`config.mk`:
```
export PLATFORM = sky130hd
export DESIGN_NAME = uart_rx
export DESIGN_NICKNAME = d
export VERILOG_FILES = /design/src/rtl/uart_rx.sv
export SDC_FILE = /design/constraint.sdc
export NUM_CORES = 1
export LEC_CHECK = 0
export BUFFER_PORTS_ARGS = -buffer_cell sky130_fd_sc_hd__buf_2
export CORE_ASPECT_RATIO = 1.25
export CORE_MARGIN = 2
export CORE_UTILIZATION = 58
export CTS_BUF_LIST = sky130_fd_sc_hd__clkbuf_8
export CTS_CLUSTER_DIAMETER = 200
export DETAILED_ROUTE_END_ITERATION = 10
export PLACE_DENSITY = 0.86
export SLEW_MARGIN = 20
export SYNTH_ARGS = -nofsm -noshare
export SYNTH_HDL_FRONTEND = slang
export SYNTH_SLANG_ARGS = --single-unit
```
`constraint.sdc`:
```
create_clock -name clk -period 5.3 [get_ports clk]
set_input_delay 0.265 -clock clk [delete_from_list [all_inputs] [get_ports clk]]
set_output_delay 0.265 -clock clk [all_outputs]
set_load 0.05 [all_outputs]
```
`src/rtl/uart_rx.sv`:
```
// uart_rx: 8N1 serial receiver with a 2-flop input synchronizer,
// mid-bit sampling and a valid/ready output holding register.
module uart_rx #(
   parameter int CLKS_PER_BIT = 10416
) (
   input  logic       clk,
   input  logic       rst_n,
   input  logic       rx,
   input  logic       rx_ready,
   output logic [7:0] rx_data,
   output logic       rx_valid,
   output logic       frame_err,
   output logic       overrun,
   output logic       busy
);

   localparam int CW = $clog2(CLKS_PER_BIT);
   localparam logic [CW-1:0] HALF = CW'(CLKS_PER_BIT / 2 - 1);
   localparam logic [CW-1:0] LAST = CW'(CLKS_PER_BIT - 1);

   typedef enum logic [2:0] {
      IDLE,
      START,
      DATA,
      STOP,
      WAIT_HIGH
   } state_t;

   state_t        state, state_n;
   logic [CW-1:0] cnt, cnt_n;
   logic [2:0]    idx, idx_n;
   logic [7:0]    shift, shift_n;
   logic          sync1, line;
   logic          deliver, ferr;

   // Synchronizer resets high so reset never looks like a start edge
   always_ff @(posedge clk or negedge rst_n) begin
      if (!rst_n) begin
         sync1 <= 1'b1;
         line  <= 1'b1;
      end else begin
         sync1 <= rx;
         line  <= sync1;
      end
   end

   always_ff @(posedge clk or negedge rst_n) begin
      if (!rst_n) begin
         state <= IDLE;
         cnt   <= '0;
         idx   <= '0;
         shift <= '0;
      end else begin
         state <= state_n;
         cnt   <= cnt_n;
         idx   <= idx_n;
         shift <= shift_n;
      end
   end

   always_comb begin
      state_n = state;
      cnt_n   = cnt;
      idx_n   = idx;
      shift_n = shift;
      deliver = 1'b0;
      ferr    = 1'b0;
      unique case (state)
         IDLE: begin
            if (!line) begin
               state_n = START;
               cnt_n   = '0;
            end
         end
         START: begin
            if (cnt == HALF) begin
               cnt_n   = '0;
               idx_n   = '0;
               state_n = line ? IDLE : DATA;
            end else begin
               cnt_n = cnt + 1'b1;
            end
         end
         DATA: begin
            if (cnt == LAST) begin
               cnt_n        = '0;
               shift_n[idx] = line;
               if (idx == 3'd7) state_n = STOP;
               else idx_n = idx + 1'b1;
            end else begin
               cnt_n = cnt + 1'b1;
            end
         end
         STOP: begin
            if (cnt == LAST) begin
               cnt_n = '0;
               if (line) begin
                  deliver = 1'b1;
                  state_n = IDLE;
               end else begin
                  ferr    = 1'b1;
                  state_n = WAIT_HIGH;
               end
            end else begin
               cnt_n = cnt + 1'b1;
            end
         end
         WAIT_HIGH: begin
            if (line) state_n = IDLE;
         end
         default: state_n = IDLE;
      endcase
   end

   // A delivery always wins over a same-cycle consume
   always_ff @(posedge clk or negedge rst_n) begin
      if (!rst_n) begin
         rx_data   <= 8'h00;
         rx_valid  <= 1'b0;
         frame_err <= 1'b0;
         overrun   <= 1'b0;
      end else begin
         frame_err <= ferr;
         overrun   <= deliver && rx_valid && !rx_ready;
         if (deliver) begin
            rx_data  <= shift;
            rx_valid <= 1'b1;
         end else if (rx_ready) begin
            rx_valid <= 1'b0;
         end
      end
   end

   assign busy = (state != IDLE);

endmodule

```
Word level (Yosys, flattened, before mapping)
Index checks and enable logic that the tools add are counted.
{"block": "word_totals", "out_inout_bits": 12, "wordCells": 70, "input_bits": 4, "reg_bits": 41}
{"block": "classes", "magnitude_cmp": 2, "muxes": 28, "addsub": 2, "n_reduce_logical": 14, "n_eq_ne": 14}
{"operator": "$mux W14", "count": 3}
{"operator": "$pmux W14 S3", "count": 1}
{"operator": "$mux W3", "count": 10}
{"operator": "$pmux W3 S5", "count": 1}
{"operator": "$add A14 B1 Y14 const B", "count": 1}
{"operator": "$eq A14 B13 Y1 const B", "count": 1}
{"operator": "$eq A14 B14 Y1 const B", "count": 1}
{"operator": "$ne A2 B2 Y1 const B", "count": 7}
{"operator": "$mux W1", "count": 9}
{"operator": "$bwmux W8", "count": 1}
{"operator": "$eq A3 B2 Y1 const B", "count": 2}
{"operator": "$eq A3 B3 Y1 const B", "count": 2}
{"operator": "$pmux W3 S2", "count": 1}
{"operator": "$reduce_and A6 Y1", "count": 1}
{"operator": "$reduce_bool A3 Y1", "count": 2}
{"operator": "$lt A3 B4 Y1 const B", "count": 1}
{"operator": "$reduce_and A2 Y1", "count": 2}
{"operator": "$reduce_and A4 Y1", "count": 1}
{"operator": "$reduce_bool A2 Y1", "count": 2}
{"operator": "$add A3 B1 Y3 const B", "count": 1}
{"operator": "$demux W1 S3", "count": 1}
{"operator": "$eq A3 B1 Y1 const B", "count": 1}
{"operator": "$ge A3 B1 Y1 const B", "count": 1}
{"operator": "$logic_and A1 B1 Y1", "count": 3}
{"operator": "other kinds (4)", "count": 4}

Logic depth before layout (Yosys ltp)
Gate-level depths: netlist of the first run.
{"block": "logic_depth", "ltp_word": 5, "ltp_mapped": 8, "mapped_depth_nobuf": 6}

Worst setup path before layout of the first run
Ideal clock, no wire load.
{"block": "synth_path", "path_kind": "register to register", "start": "reg cnt[4]", "end": "reg shift[4]", "path_stages_with_launch": 7, "setup_ns": 0.125, "required_time_ns": 5.175, "arrival_ns": 2.010, "slack_ns": 3.166, "cell_sequence": "dfrtp_1 -> or4b_1 -> nor4_2 -> buf_4 -> nand3_1 -> nor3_1 -> mux2_2"}
{"block": "synth_via", "elab_chain_cells": 2}
{"item": "start, declared", "line": "30", "rtl": "logic [CW-1:0] cnt, cnt_n;"}
{"item": "start signal, assigned", "line": "55", "rtl": "cnt <= cnt_n;"}
{"item": "$eq A14 B14 Y1", "line": "85", "rtl": "if (cnt == LAST) begin"}
{"item": "$reduce_and A2 Y1 (no line)"}
{"item": "end signal, assigned", "line": "57", "rtl": "shift <= shift_n;"}
{"item": "end, declared", "line": "32", "rtl": "logic [7:0] shift, shift_n;"}
Every way passes these cells.
A chain may end at the register's enable or synchronous reset.

Worst setup path after layout of the first run
{"block": "layout_path", "start": "reg cnt[4]", "end": "reg rx_data[0]"}
{"block": "layout_via", "elab_chain_cells": 3}
{"item": "$eq A14 B14 Y1", "line": "95", "rtl": "if (cnt == LAST) begin"}
{"item": "$mux W1", "line": "95"}
{"item": "$mux W1", "line": "68", "rtl": "unique case (state)"}
{"item": "end signal, assigned", "line": "126", "rtl": "rx_data <= shift;"}
{"item": "end, declared", "line": "10", "rtl": "output logic [7:0] rx_data,"}
Every way passes these cells.

==> results of run 1 <==
==> cells in the mapped netlist, types with 3 or more instances <==
library cell | n | area share (%)
buf_2 | 3 | 0.75
nor3_1 | 3 | 0.75
inv_1 | 8 | 1.5
nor2b_1 | 4 | 1.2
o21ai_0 | 8 | 2.0
a21oi_1 | 9 | 2.2
nor2_1 | 11 | 2.1
mux2_2 | 15 | 8.4
and3_1 | 6 | 1.9
or3_1 | 4 | 1.2
a31oi_1 | 3 | 0.93
a22o_1 | 5 | 2.2
nand3_1 | 9 | 2.2
ha_1 | 3 | 1.9
nand2_1 | 21 | 3.9
clkbuf_1 | 4 | 0.75
dfrtp_1 | 39 | 48
nand4_1 | 3 | 0.93
==> layout make-up <==
class	instances	area share (%)
Sequential cell	41	46.3
Multi-Input combinational cell	135	41.3
Timing Repair Buffer	16	3.72
Clock buffer	5	3.10
Clock inverter	3	2.09
Tap cell	37	2.09
Inverter	8	1.35
==> cells by family (layout without fill, tap and decap cells) <==
family	count (synthesis)	count (layout)	synth area share, %
and+or+nand+nor	76	76	20.5
DFF	41	41	51.1
AOI/OAI and AO/OA	36	36	11.9
muxes	18	18	10.4
buffers and inverters	16	32	3.36
adders and majority gates	3	3	1.86
xor gates and xnor gates	2	2	0.870
==> sequential cells by signal (all words and copies together) (netlist names) <==
name       count
rx_data        8
line           1
overrun        1
sync1          1
rx_valid       1
shift          8
cnt           14
state          3
idx            3
frame_err      1
==> where the power goes <==
part           internal (mW)  total [mW]  leakage [nW]  switching [mW]
sequential             0.314       0.316         0.551         0.00170
clock                  0.141       0.255        0.0543           0.114
combinational       0.000936     0.00706         0.461         0.00612
total                  0.456       0.577          1.07           0.122
==> metal layers <==
layer  share of wire, %  vias up
met5                  0        -
met4                2.2        0
met3                4.2        9
met2                 53       33
met1                 41      756
li1                   -      722
==> cells in the final DEF (no fill, tap or decap), types with 6 or more instances in the layout <==
cell type  Yosys  layout
mux2_2        15      15
buf_2          3      15
o21ai_0        8       8
nand2_1       21      21
a21oi_1        9       9
inv_1          8       8
nand3_1        9       9
dfrtp_1       39      39
and3_1         6       6
nor2_1        11      11
==> worst max path at each step <==
stage               depth (start not counted)         end  slack (ns)
finish                                      4  rx_data[0]        2.46
global route                                4  rx_data[0]        2.28
CTS                                         4  rx_data[0]        2.49
detailed placement                          4  rx_data[0]        2.48
global placement                            4  rx_data[1]        2.64
floorplan                                   6    shift[4]        3.17
==> worst register-to-register path, stage by stage, from the launching register on <==
cell and delay [ns]:
dfrtp_1 0.45, or4b_1 0.56, nor4_2 0.75, and4_1 0.59, mux2_2 0.39
==> qor.csv, run 1 <==
metric;value;unit
status;finished clean;
setup_ws;2.46;ns
critPathLaunchType;flip-flop;
finalSetupViolCount;0;
grtUsageMet2;38.6;%
synth-edff-count;0;
relSlewSlack;40.1;%
min_path_cells;1;
tns;0;ns
cts_tree;yes;
syn_area_per_cell;10.5;um2
initial_core_util;61.9;%
yosys.cell_types.count;41;
cts_max_level;2;
skew;0.00469;ns
overflow;0;
portBuffers;15;
synth_seq_area_share;51.1;%
antenna_left;0;
ir_drop;0.227;mV
synth_nets;199;
worstRegToRegCells;4;
stdcell_area;2220;um2
end_kind;flip-flop;
cp_slowest_cell;nor4_2;
ys_async_sr_fraction;100;%
die_area;3960;um2
routed_via_density;6.20;
clkTransAtPathRegs;0.08;ns
worstPathCellList;or4b_1, nor4_2, and4_1, mux2_2;
hold_viol;0;
routabilityCongestion;0.988;
insertion_delay;0.30;ns
required;5.49;ns
ys_warn_count;0;
wire_per_inst;16.5;um
synth_flop_cell;dfrtp_1;
post_cts_buffers;0;
grt_pass1_wl;7.02;mm
hold_path.class;input port to flip-flop;
rsz0062_at_grt;false;
num-nets-final;214;
fp-row-count;23;
rrSetupSlack;2.46;ns
initialDrtViolationCount;61;
regArea;1030;um2
grt_max_degree;42;
pre_cts_ws;2.48;ns
dp_cells;237;
cts.sinks;41;
drc;0;
critPathMaxFanout;11;
crit_start;cnt[4];
fmax;352;MHz
syn_area;2010;um2
drive_gt1_share;23.1;%
grt.met3_usage;5.56;%
grt.busiest_layer;met2;
crit_type;flip-flop to flip-flop;
holdWs;0.0587;ns
cp_top_family;simple AND/OR/NAND/NOR gates;
synth-seq-cells;41;
synth_cells;192;
design.core.area;3250;um2
cts_buffers;5;
r2r_end;rx_data[0];
period_needed;2.84;ns
worst-path-buf-inv;0;
final_core_util;68.3;%
syn_to_final_growth;10.3;%
dpl_cell_area;2100;um2
firstDrtPassIters;4;
post-route-period-util;53.6;%
final_max_slew_viol_count;0;
fp.dieH;69.9;um
power.total;0.577;mW
track_usage;22.4;%
slowest_delay;0.75;ns
finalWirelength;4.04;mm
cts_buffer_depth;2;
final_cell_count_no_fill;245;
drv_cap;0;
fp.dieW;56.7;um
antenna_found_initial;0;
r2r_start;cnt[4];
root_buffer;clkbuf_8;
dpl.hpwl;2.80;mm
grt_pass1_vias;1631;
cts.hold.buffers_added;0;
leakagePower;1.07;nW
diodes;0;
gr-usage-met1;25.4;%
hold_end;sync1;
hp-start;rx;
tightest_slew;0.898;ns
worst_ep_arrival_time;3.03;ns
io_pins;16;
fill_cells;253;
multi_input_area;917;um2
cts_resized;0;
vias;1520;
p_per_area;260;nW/um2
(Power assumes the default switching activity.)
==> run 2, diff against run 1 <==
- clock period: 5.3 -> 2.9 ns (I/O delays scaled with it)
==> run 2 against run 1 <==
- sequential power is 83% higher
- non-clock buffer count is 3 higher
- wire length is 2.0% lower
==> qor.csv, run 2 (synthesis results as in run 1) <==
metric;value;unit;change
status;finished clean;;unchanged
grt_pass1_vias;1496;;was 1631
grtUsageMet2;39.4;%;was 38.6%
fp.dieH;69.9;um;unchanged
period_needed;2.40;ns;was 2.84 ns
rsz0062_at_grt;false;;unchanged
fp-row-count;23;;unchanged
crit_type;flip-flop to flip-flop;;unchanged
cts_max_level;2;;unchanged
dpl.hpwl;2.81;mm;was 2.80 mm
fp.dieW;56.7;um;unchanged
hold_viol;0;;unchanged
firstDrtPassIters;4;;unchanged
initialDrtViolationCount;67;;was 61
required;3.08;ns;was 5.49 ns
cts_buffers;5;;unchanged
dpl_cell_area;2110;um2;was 2100 um2
cts.sinks;41;;unchanged
drv_cap;0;;unchanged
critPathMaxFanout;10;;was 11
crit_path_end;rx_data[7];;was rx_data[0]
leakagePower;1.09;nW;was 1.07 nW
finalWirelength;3.96;mm;was 4.04 mm
grt_pass1_wl;6.83;mm;was 7.02 mm
worstRegToRegCells;4;;unchanged
largest_reg_flops;14;;unchanged
antenna_found_initial;0;;unchanged
post-route-period-util;82.7;%;was 53.6%
syn_to_final_growth;12.6;%;was 10.3%
final_cell_mix;39 x dfrtp_1, 21 x nand2_1, 15 x mux2_2, 15 x buf_2, 11 x nor2_1;;unchanged
slowest_delay;0.55;ns;was 0.75 ns
final_common_cell;dfrtp_1;;unchanged
largestRegisters;cnt: 14 flops, rx_data: 8 flops, shift: 8 flops;;unchanged
insertion_delay;0.29;ns;was 0.30 ns
fmax;417;MHz;was 352 MHz
skew;0.00856;ns;was 0.00469 ns
regArea;1030;um2;unchanged
tns;0;ns;unchanged
portBuffers;15;;unchanged
track_usage;22.1;%;was 22.4%
setup_ws;0.503;ns;was 2.46 ns
cts_buffer_depth;2;;unchanged
stdcell_area;2270;um2;was 2220 um2
grt.met3_usage;5.00;%;was 5.56%
pre_cts_ws;0.508;ns;was 2.48 ns
end_kind;flip-flop;;unchanged
crit_start;cnt[4];;unchanged
holdWs;0.137;ns;was 0.0587 ns
diodes;0;;unchanged
die_area;3960;um2;unchanged
routed_via_density;6.13;;was 6.20
wire_per_inst;16.0;um;was 16.5 um
critPathLaunchType;flip-flop;;unchanged
rrSetupSlack;0.50;ns;was 2.46 ns
ir_drop;0.364;mV;was 0.227 mV
r2r_start;cnt[4];;unchanged
grt_max_degree;42;;unchanged
clkTransAtPathRegs;0.08;ns;about the same
io_pins;16;;unchanged
drive_gt1_share;23.2;%;was 23.1%
num-nets-final;217;;was 214
cts_tree;yes;;unchanged
finalSetupViolCount;0;;unchanged
initial_core_util;61.9;%;unchanged
worstPathCellList;or4b_1, nor4_2, and4_1, mux2_2;;unchanged
hold_path.class;input port to flip-flop;;unchanged
overflow;0;;unchanged
r2r_end;rx_data[7];;was rx_data[0]
gr-usage-met1;25.9;%;was 25.4%
top_register;cnt;;unchanged
p_per_area;499;nW/um2;was 260 nW/um2
cp_slowest_cell;or4b_1;;was nor4_2
relSlewSlack;41.6;%;was 40.1%
root_buffer;clkbuf_8;;unchanged
multi_input_area;917;um2;unchanged
fill_cells;251;;was 253
antenna_left;0;;unchanged
vias;1521;;was 1520
tightest_slew;0.877;ns;was 0.898 ns
routabilityCongestion;0.959;;was 0.988
grt.busiest_layer;met2;;unchanged
worst_ep_arrival_time;2.57;ns;was 3.03 ns
post_cts_buffers;0;;unchanged
final_max_slew_viol_count;0;;unchanged
design.core.area;3250;um2;unchanged
drc;0;;unchanged
==> run 2: worst min-delay path by stage <==
| stage | from | to | cells after the start |
|---|---|---|---|
| 5_1_grt | rx_ready | overrun | 3 |
| 3_3_place_gp | rx | sync1 | 1 |
| 3_5_place_dp | rx | sync1 | 1 |
| 4_1_cts | rx_ready | overrun | 3 |
| 6_report | rx_ready | overrun | 3 |
| 2_1_floorplan | rst_n | cnt[0] | 0 |
==> run 2: cell type report <==
cell class | count | area share (%)
sequential | 41 | 45.4
tap | 37 | 2.04
multi-input combinational | 135 | 40.5
clock buffer | 5 | 3.04
timing repair buffer | 19 | 4.86
clock inverter | 3 | 2.87
inverter | 8 | 1.33
==> run 2: what timing repair did <==
action / CTS / global route
hold endpoints to repair: 40 / 0
resized for setup: 0 / 0
hold buffers: 2 / 0
==> run 2: metrics by stage <==
| step | std cells | total power, mW | util [%] |
|---|---|---|---|
| final | 248 | 1.13 | 69.7 |
| after global routing | 248 | 1.17 | 69.7 |
| after CTS | 248 | 1.14 | 69.7 |
| after detailed placement | 238 | 0.602 | 64.9 |
| after global placement | 238 | 0.601 | 64.9 |
| after floorplan | 192 | 0.588 | - |
==> run 2: worst max-delay path, delay by kind of cell, from the launching register on <==
family / cells / cell delay [ns]
and+or+nand+nor: 3 / 1.46
DFF: 1 / 0.44
muxes: 1 / 0.39
==> run 2: power breakdown <==
group | switching (mW) | total, mW | leakage [nW] | internal (mW)
clock network | 0.197 | 0.539 | 0.0681 | 0.342
registers | 0.00315 | 0.577 | 0.551 | 0.574
logic | 0.0113 | 0.0148 | 0.474 | 0.00344
==> run 2: per-layer routing <==
layer / up-vias / routed length (um) / part of all wire (%)
met4: 0 / 74 / 1.9
met2: 25 / 2090 / 53
met5: - / 0 / 0
met1: 761 / 1690 / 43
met3: 9 / 106 / 2.7
li1: 726 / - / -
==> run 3, diff against run 2 <==
- clock period: 2.9 -> 2.3 ns (I/O delays scaled with it)
==> run 3 against run 2 <==
- first-iteration DRC count is 34% higher
- register-to-register slack worse by 0.43 ns
- sequential power increased by 26%
- total power grew 5.5%
- non-clock buffer count up 6
- worst setup slack worse by 0.43 ns
- wire length is 8.2% higher
- via count up 5.0%
- largest power group unchanged
- highest routed layer unchanged
==> qor.csv, run 3 (synthesis results as in run 1) <==
metric;value;unit;change
holdWs;0.111;ns;was 0.137 ns
worst-path-buf-inv;2;;was 0
critPathLaunchType;flip-flop;;unchanged
end_kind;flip-flop;;unchanged
ir_drop;0.560;mV;was 0.364 mV
cts_buffer_depth;2;;unchanged
skew;0.00591;ns;was 0.00856 ns
swShare;21.5;%;was 18.7%
num-nets-final;223;;was 217
final_cell_mix;39 x dfrtp_1, 21 x nand2_1, 15 x mux2_2, 15 x buf_2, 11 x nor2_1;;unchanged
power.total;1.19;mW;was 1.13 mW
grt_pass1_vias;1610;;was 1496
initial_core_util;61.9;%;unchanged
final_core_util;70.2;%;was 69.7%
crit_type;flip-flop to flip-flop;;unchanged
top_register;cnt;;unchanged
cp_slowest_cell;or4b_4;;was or4b_1
p_int;0.937;mW;was 0.919 mW
worstPathCellList;or4b_4, nor4_4, buf_4, and4_1, buf_6, mux2_2;;was or4b_1, nor4_2, and4_1, mux2_2
design.core.area;3250;um2;unchanged
final_max_slew_viol_count;0;;unchanged
power_frac_seq;60.9;%;was 51.0%
vias;1597;;was 1521
dpl.hpwl;2.99;mm;was 2.81 mm
share_comb_of_total_power;1.6;%;was 1.3%
antenna_left;0;;unchanged
crit_path_end;rx_data[0];;was rx_data[7]
status;finished clean;;unchanged
drc;0;;unchanged
crit_start;cnt[4];;unchanged
drive_gt1_share;25.8;%;was 23.2%
root_buffer;clkbuf_8;;unchanged
wire_per_inst;16.9;um;was 16.0 um
grt_pass1_wl;7.32;mm;was 6.83 mm
track_usage;23.4;%;was 22.1%
routed_via_density;6.29;;was 6.13
portBuffers;15;;unchanged
finalSetupViolCount;0;;unchanged
insertion_delay;0.29;ns;about the same
cts_tree;yes;;unchanged
cts.sinks;41;;unchanged
fp.dieW;56.7;um;unchanged
antenna_found_initial;0;;unchanged
routabilityCongestion;0.987;;was 0.959
hold_path.class;input port to flip-flop;;unchanged
worst_ep_arrival_time;2.41;ns;was 2.57 ns
slowest_delay;0.55;ns;about the same
critPathMaxFanout;10;;unchanged
diodes;0;;unchanged
die_area;3960;um2;unchanged
relSlewSlack;41.5;%;was 41.6%
cp.depth;6;;was 4
period_needed;2.23;ns;was 2.40 ns
cts_buffers;5;;unchanged
initialDrtViolationCount;90;;was 67
clkTransAtPathRegs;0.08;ns;about the same
r2r_start;cnt[4];;unchanged
final_common_cell;dfrtp_1;;unchanged
syn_to_final_growth;13.4;%;was 12.6%
grt_max_degree;42;;unchanged
required;2.48;ns;was 3.08 ns
overflow;0;;unchanged
firstDrtPassIters;4;;unchanged
p_per_area;523;nW/um2;was 499 nW/um2
fp-row-count;23;;unchanged
clock_power_share;37.5;%;was 47.7%
cts_max_level;2;;unchanged
fmax;448;MHz;was 417 MHz
tightest_slew;0.877;ns;about the same
largestRegisters;cnt: 14 flops, rx_data: 8 flops, shift: 8 flops;;unchanged
largest_reg_flops;14;;unchanged
hold_viol;0;;unchanged
fp.dieH;69.9;um;unchanged
io_pins;16;;unchanged
r2r_end;rx_data[0];;was rx_data[7]
drv_cap;0;;unchanged
rrSetupSlack;0.07;ns;was 0.50 ns
worstRegToRegCells;6;;was 4
leakagePower;1.10;nW;was 1.09 nW
finalWirelength;4.29;mm;was 3.96 mm
cp_top_family;simple AND/OR/NAND/NOR gates;;unchanged
post-route-period-util;97.0;%;was 82.7%
power.switching;0.256;mW;was 0.212 mW
==> run 3: layer usage <==
layer | vias up | global-route usage (%) | routed length (um)
li1 | 745 | - | -
met1 | 795 | 28.1 | 1670
met2 | 46 | 39.5 | 2370
met3 | 11 | 5.00 | 154
met4 | 0 | 10.6 | 95
met5 | - | 0 | 0
==> run 3: worst register-to-register path: cells and delay by family (launching register included) <==
family	cells	cell delay, ns
AND/OR/NAND/NOR	3	1.03
flip-flops	1	0.40
buffers and inverters	2	0.35
multiplexers	1	0.34
==> run 3: final cells by class <==
| cell class | instances | area, um2 |
|---|---|---|
| clock buffers | 5 | 68.8 |
| clock inverters | 3 | 17.5 |
| fillers | 269 | 968 |
| inverters | 8 | 30.0 |
| multi-input cells | 135 | 930 |
| flip-flops and latches | 41 | 1030 |
| well taps | 37 | 46.3 |
| repair buffers | 25 | 163 |
==> run 3: what timing repair did <==
action                                  CTS  global route
endpoints found under the hold margin    40             0
setup buffers                             0             1
hold buffers                              2             0
endpoints found under the setup margin    0            12
resized for setup                         0             3
==> run 3: worst min path at each step <==
stage                        start  endpoint  slack, ns  depth (start not counted)
after floorplan              rst_n    cnt[0]      -0.18                          0
after global placement          rx     sync1       0.22                          1
after detailed placement        rx     sync1       0.22                          1
after CTS                 rx_ready   overrun        0.1                          3
after global routing      rx_ready   overrun       0.11                          3
final                     rx_ready   overrun       0.11                          3
==> run 3: stage by stage <==
step | cell area (um2) | instances | setup WS (ns) | setup TNS [ns]
floorplan | 2010 | 192 | 0.166 | 0
global placement | 2140 | 242 | 0.159 | 0
detailed placement | 2140 | 242 | 0.0832 | 0
CTS | 2250 | 252 | 0.0761 | 0
global route | 2280 | 254 | -0.00558 | -0.0179
finish | 2280 | 254 | 0.0687 | 0
==> run 3: power by group through the flow <==
| stage | clock network (mW) | logic [mW] | registers (mW) |
|---|---|---|---|
| floorplan | 0 | 0.00248 | 0.739 |
| global placement | 0 | 0.0161 | 0.741 |
| detailed placement | 0 | 0.0170 | 0.741 |
| CTS | 0.461 | 0.0196 | 0.727 |
| global route | 0.489 | 0.0221 | 0.728 |
| finish | 0.448 | 0.0185 | 0.727 |
